File: src/rtl/tristate_bus_arbiter_if.sv
// Bus-side signals of the tri-state bus arbiter: source requests in, grants/enables/select out.
// master is the arbiter's view; slave is the sources' / downstream mux view.
interface tristate_bus_arbiter_if #(
    parameter int unsigned N = 4
);
    localparam int unsigned SW = (N > 1) ? $clog2(N) : 1;

    logic [N-1:0]  req;
    logic [N-1:0]  grant;
    logic [N-1:0]  oe;
    logic [SW-1:0] sel;
    logic          sel_valid;
    logic          timeout;

    modport master (
        input  req,
        output grant,
        output oe,
        output sel,
        output sel_valid,
        output timeout
    );

    modport slave (
        output req,
        input  grant,
        input  oe,
        input  sel,
        input  sel_valid,
        input  timeout
    );
endinterface

File: src/rtl/tristate_bus_arbiter.sv
// Round-robin owner of a shared tri-state bus: one-hot enables, a fixed all-released
// turnaround gap between owners, and an optional per-ownership hold timeout.
module tristate_bus_arbiter #(
    parameter int unsigned N          = 4,
    parameter int unsigned TURNAROUND = 1,
    parameter int unsigned MAX_HOLD   = 8
) (
    input logic                    clk,
    input logic                    rst_n,
    tristate_bus_arbiter_if.master bus
);
    localparam int unsigned SW = (N > 1) ? $clog2(N) : 1;
    localparam int unsigned HW = (MAX_HOLD > 0) ? $clog2(MAX_HOLD + 1) : 1;
    localparam logic [3:0]  TurnLast = 4'(TURNAROUND);
    localparam logic [HW-1:0] HoldMax = HW'(MAX_HOLD);
    localparam logic [SW-1:0] LastIdx = SW'(N - 1);

    typedef enum logic [1:0] {StIdle, StOwn, StTurn} state_e;

    state_e        state_q;
    logic [SW-1:0] ptr_q;
    logic [HW-1:0] hold_q;
    logic [3:0]    turn_q;
    logic [N-1:0]  grant_q;
    logic [SW-1:0] sel_q;
    logic          sel_valid_q;
    logic          timeout_q;

    logic [SW-1:0] win;
    logic          any_req;
    logic          owner_req;
    logic          do_grant;
    logic          hold_expired;
    logic [SW-1:0] ptr_wrap;

    // Scan upward from the pointer, wrapping modulo N; first set request wins.
    always_comb begin
        int idx;
        logic [SW-1:0] cand;
        win     = '0;
        any_req = 1'b0;
        idx     = 0;
        cand    = '0;
        for (int i = 0; i < int'(N); i++) begin
            idx = int'(ptr_q) + i;
            if (idx >= int'(N)) idx = idx - int'(N);
            cand = SW'(idx);
            if (!any_req && bus.req[cand]) begin
                any_req = 1'b1;
                win     = cand;
            end
        end
    end

    always_comb begin
        owner_req    = bus.req[sel_q];
        hold_expired = (MAX_HOLD != 0) && (hold_q == HoldMax);
        ptr_wrap     = (sel_q == LastIdx) ? '0 : sel_q + SW'(1);
        do_grant     = any_req && ((state_q == StIdle) ||
                                   (state_q == StTurn && turn_q == TurnLast));
    end

    always_ff @(posedge clk or negedge rst_n) begin
        if (!rst_n) begin
            state_q     <= StIdle;
            ptr_q       <= '0;
            hold_q      <= '0;
            turn_q      <= '0;
            grant_q     <= '0;
            sel_q       <= '0;
            sel_valid_q <= 1'b0;
            timeout_q   <= 1'b0;
        end else begin
            timeout_q <= 1'b0;
            if (do_grant) begin
                state_q     <= StOwn;
                grant_q     <= {{(N-1){1'b0}}, 1'b1} << win;
                sel_q       <= win;
                sel_valid_q <= 1'b1;
                hold_q      <= HW'(1);
            end else begin
                unique case (state_q)
                    StIdle: ;
                    StOwn: begin
                        if (!owner_req || hold_expired) begin
                            // Owner drops to lowest priority; sel keeps its index for the mux.
                            state_q     <= StTurn;
                            grant_q     <= '0;
                            sel_valid_q <= 1'b0;
                            ptr_q       <= ptr_wrap;
                            turn_q      <= 4'd1;
                            timeout_q   <= owner_req;
                        end else if (hold_q != '1) begin
                            hold_q <= hold_q + HW'(1);
                        end
                    end
                    StTurn: begin
                        if (turn_q == TurnLast) state_q <= StIdle;
                        else                    turn_q  <= turn_q + 4'd1;
                    end
                    default: state_q <= StIdle;
                endcase
            end
        end
    end

    assign bus.grant     = grant_q;
    assign bus.oe        = grant_q;
    assign bus.sel       = sel_q;
    assign bus.sel_valid = sel_valid_q;
    assign bus.timeout   = timeout_q;
endmodule

File: src/flat_wrapper.sv
// flat-port wrapper written by rule: the top's interface ports become plain ports
module tristate_bus_arbiter_flat 
#(
    parameter int unsigned N          = 4,
    parameter int unsigned TURNAROUND = 1,
    parameter int unsigned MAX_HOLD   = 8
)
  (clk, rst_n, bus_req, bus_grant, bus_oe, bus_sel, bus_sel_valid, bus_timeout);
  tristate_bus_arbiter_if #(.N(N)) bus_i ();
  input logic clk;
  input logic rst_n;
  input wire logic [$bits(bus_i.req)-1:0] bus_req;
  output wire logic [$bits(bus_i.grant)-1:0] bus_grant;
  output wire logic [$bits(bus_i.oe)-1:0] bus_oe;
  output wire logic [$bits(bus_i.sel)-1:0] bus_sel;
  output wire logic [$bits(bus_i.sel_valid)-1:0] bus_sel_valid;
  output wire logic [$bits(bus_i.timeout)-1:0] bus_timeout;
  assign bus_i.req = bus_req;
  assign bus_grant = bus_i.grant;
  assign bus_oe = bus_i.oe;
  assign bus_sel = bus_i.sel;
  assign bus_sel_valid = bus_i.sel_valid;
  assign bus_timeout = bus_i.timeout;
  tristate_bus_arbiter #(.N(N), .TURNAROUND(TURNAROUND), .MAX_HOLD(MAX_HOLD)) u_core (.clk(clk), .rst_n(rst_n), .bus(bus_i));
endmodule
File: config.mk
export PLATFORM = sky130hd
export DESIGN_NAME = tristate_bus_arbiter_flat
export DESIGN_NICKNAME = d
export VERILOG_FILES = /design/src/rtl/tristate_bus_arbiter_if.sv /design/src/rtl/tristate_bus_arbiter.sv /design/src/flat_wrapper.sv
export SDC_FILE = /design/constraint.sdc
export NUM_CORES = 1
export LEC_CHECK = 0
export CORE_ASPECT_RATIO = 1.25
export CORE_MARGIN = 2
export CORE_UTILIZATION = 25
export CTS_BUF_LIST = sky130_fd_sc_hd__clkbuf_8
export DETAILED_ROUTE_END_ITERATION = 8
export MAX_ROUTING_LAYER = met4
export PLACE_DENSITY_LB_ADDON = 0.2
export SKIP_LAST_GASP = 1
export SLEW_MARGIN = 20
export SYNTH_ARGS = -nofsm -noshare
export SYNTH_HDL_FRONTEND = slang
export SYNTH_SLANG_ARGS = --single-unit
export TNS_END_PERCENT = 5
File: constraint.sdc
create_clock -name clk -period 2.17 [get_ports clk]
set_input_delay 0.217 -clock clk [delete_from_list [all_inputs] [get_ports clk]]
set_output_delay 0.217 -clock clk [all_outputs]
set_load 0.1 [all_outputs]
==> flow_summary_export.csv, run 1 <==
group,metric,value,unit
sta,clock_skew,0.00254,ns
clock_tree,clock_sinks,20,
place,place_congestion,0.760,
sta,max_freq,0.521,GHz
cells_and_area,final_nets,137,
critical_path,arrival,2.08,ns
floorplan,io_pins,18,
synthesis,ys_seq_elements,20,
clock_tree,clkLatencyLatePin,0.25,ns
critical_path,rr_worst_depth,5,
clock_tree,htree_levels,1,
clock_tree,cts_root_buffer,"clkbuf_8",
cells_and_area,syn_to_final_growth,20.4,%
synthesis,syn_area,1090,um^2
grt,grt_pass1_wl,3.70,mm
detailed_routing,drcViolationCount,0,
cells_and_area,num_antenna_cells,0,
detailed_routing,first_iter_violations,27,
sta,slew_headroom,78.6,%
critical_path,critical_path_class,"reg -> reg",
critical_path,worst_ep_required_time,2.33,ns
critical_path,crit_fanout,18,
cells_and_area,layout.area.seq,502,um^2
clock_tree,post_cts_buffers,0,
grt,overflow,0,
synthesis,syn_area_per_cell,10.0,um^2
synthesis,synth_cells,109,
sta,worst_pin_slew,0.321,ns
sta,slew_viol_final,0,
critical_path,crit_path_end_kind,"flip-flop",
synthesis,synth_seq_area_share,45.9,%
detailed_routing,viasPerCell,4.43,
sta,final-hold-violation-count,0,
grt,grt_pass1_vias,801,
sta,holdWs,0.297,ns
detailed_routing,vias,802,
job,cap_viol_max_count,0,
sta,grt_setup_unrepaired,"false",
critical_path,critPathLaunchType,"flip-flop",
floorplan,placementRows,26,
critical_path,rr_startpoint,"u_core.turn_q[1]",
detailed_routing,drt.antenna.violating_nets,0,
floorplan,die_area,4910,um^2
grt,grt_start_max_net_pins,21,
sta,fin_crit,1.92,ns
clock_tree,path_clk_slew,0.08,ns
synthesis,synth.distinct_cells,34,
grt,antenna_found_initial,0,
sta,fin_tns_setup,0,ns
clock_tree,cts_made_buffers,3,
clock_tree,postCtsHoldBufs,0,
sta,finalCritPeriodShare,88.5,%
min_path,hp-class,"in -> async",
place,dp_hpwl,1.59,mm
cells_and_area,drive_gt1_share,21.6,%
place,port_buffers,17,
detailed_routing,post_drt_wl_per_cell,11.5,um
sta,final.setup.worst_slack,0.249,ns
floorplan,core_area,4130,um^2
cells_and_area,fillers,435,
floorplan,start_util,26.4,%
cells_and_area,multi_input_area,508,um^2
floorplan,die_h,77.8,um
grt,grt_usage,9.45,%
place,place_ws,0.152,ns
status,status,"finished, final reports clean",
floorplan,die_width,63.1,um
critical_path,reg2reg_to,"u_core.bus.grant[1]",
synthesis,synth_fp_nets,120,
critical_path,ff2ff_setup_slack,0.25,ns
clock_tree,cts_tree,"done",
synthesis,yosysWarningCount,0,
detailed_routing,dr.pass1.iters,4,
clock_tree,clk_path_buf_depth,2,
sta,finalSetupViolCount,0,
detailed_routing,routed_wl,2.08,mm
## synthesized netlist by cell type
cell / number / share of area [%]
a21oi_1: 4 / 1.8
nor2_1: 7 / 2.4
mux2i_1: 1 / 0.92
o211ai_2: 2 / 2.3
or3_1: 1 / 0.57
a21oi_2: 1 / 0.80
nand2_1: 11 / 3.8
a211o_1: 1 / 0.80
or2_2: 1 / 0.57
o21ai_0: 4 / 1.8
o22ai_1: 1 / 0.57
nand3b_1: 1 / 0.69
o2111ai_1: 1 / 0.80
dfrtp_1: 20 / 46
mux4_2: 1 / 2.1
nand3_1: 9 / 4.1
or3b_4: 1 / 1.0
inv_1: 8 / 2.8
ha_1: 5 / 5.7
mux2_2: 1 / 1.0
buf_6: 2 / 2.1
and2_2: 1 / 0.69
xnor2_1: 1 / 0.80
xor2_1: 2 / 1.6
nor3_1: 2 / 0.92
buf_4: 4 / 2.8
nand2b_1: 3 / 1.7
nor2b_1: 2 / 1.1
nand4_1: 1 / 0.57
a211oi_1: 1 / 0.69
nor3b_1: 1 / 0.69
a21o_1: 1 / 0.69
a221o_1: 1 / 0.92
o31ai_1: 6 / 4.1
## through the flow
| step | cell area [um^2] | utilization (%) | instances |
|---|---|---|---|
| 6_report | 1310 | 31.8 | 181 |
| 5_1_grt | 1310 | 31.8 | 181 |
| 4_1_cts | 1310 | 31.7 | 181 |
| 3_5_place_dp | 1260 | 30.4 | 177 |
| 3_3_place_gp | 1260 | 30.4 | 177 |
| 2_1_floorplan | 1090 | - | 109 |
## critical path, cell delays in order, from the launching register on
cell and delay, ns:
dfrtp_1 0.40, inv_1 0.08, ha_1 0.13, or3b_4 0.38, a221o_2 0.54, o31ai_1 0.30
## what timing repair did
item                       in CTS  in global routing
setup endpoints to repair       0                  2
hold endpoints to repair        0                  0
gates resized for setup         0                  1
## cell usage in the layout (no fill, tap or decap), types with 2 or more instances in the layout
cell type	Yosys	routed
dfrtp_1	20	19
buf_4	4	13
nand2_1	11	11
nand3_1	9	9
inv_1	8	8
nor2_1	7	7
o31ai_1	6	6
ha_1	5	5
clkdlybuf4s50_1	0	5
o21ai_0	4	4
a21oi_1	4	4
clkbuf_8	0	4
nand2b_1	3	3
nor2b_1	2	2
xor2_1	2	2
o211ai_2	2	2
nor3_1	2	2
## worst max path at each step
stage | slack (ns) | from | end | cells after the start
after CTS | 0.14 | u_core.turn_q[1] | u_core.bus.grant[1] | 5
after detailed placement | 0.15 | u_core.turn_q[1] | u_core.bus.grant[1] | 5
after global placement | 0.22 | bus_req[3] | u_core.bus.grant[0] | 5
after floorplan | 0.16 | u_core.bus.sel[0] | u_core.bus.grant[0] | 4
after global routing | 0.07 | u_core.turn_q[1] | u_core.bus.grant[1] | 5
final | 0.25 | u_core.turn_q[1] | u_core.bus.grant[1] | 5
## cells by family after synthesis
family                   share of synthesized area [%]
AO/OA/AOI/OAI                                     15.4
XOR/XNOR                                          2.41
adder cells (fa/ha/maj)                           5.74
buffers and inverters                             7.58
flip-flops                                        45.9
multiplexers                                      4.02
AND/OR/NAND/NOR                                   18.9
## routing by layer
layer	GRT usage (%)	wire, um	share of wire [%]	vias up
met2	15.2	999	48	17
met5	-	0	0	-
met3	1.59	83	4.0	2
met1	12.2	983	47	372
met4	2.67	14	0.67	0
li1	-	-	-	411
## cell type report
type	count	share of cell area, %
multi-input cells	75	38.7
flip-flops and latches	20	38.2
repair buffers	18	11.2
well taps	56	5.34
clock buffers	4	4.19
inverters	8	2.29
## registers in the layout, summed over array words and instances (netlist names)
name	flops
u_core.state_q	2
u_core.bus.sel_valid	1
u_core.ptr_q	2
u_core.bus.sel	2
u_core.hold_q	4
u_core.bus.grant	4
u_core.turn_q	4
u_core.bus.timeout	1
Power of run 1 is not shown: default switching activity piles up to over one toggle a cycle in this logic, so the estimate is an artifact.
==> inputs of run 2 (changes only) <==
Settings changed: SLEW_MARGIN 20 to default, TNS_END_PERCENT 5 to default.
==> results of run 2 <==
Final layout, timing and power as in run 1 (identical DEF).
Power of run 2 is left out for the same reason.
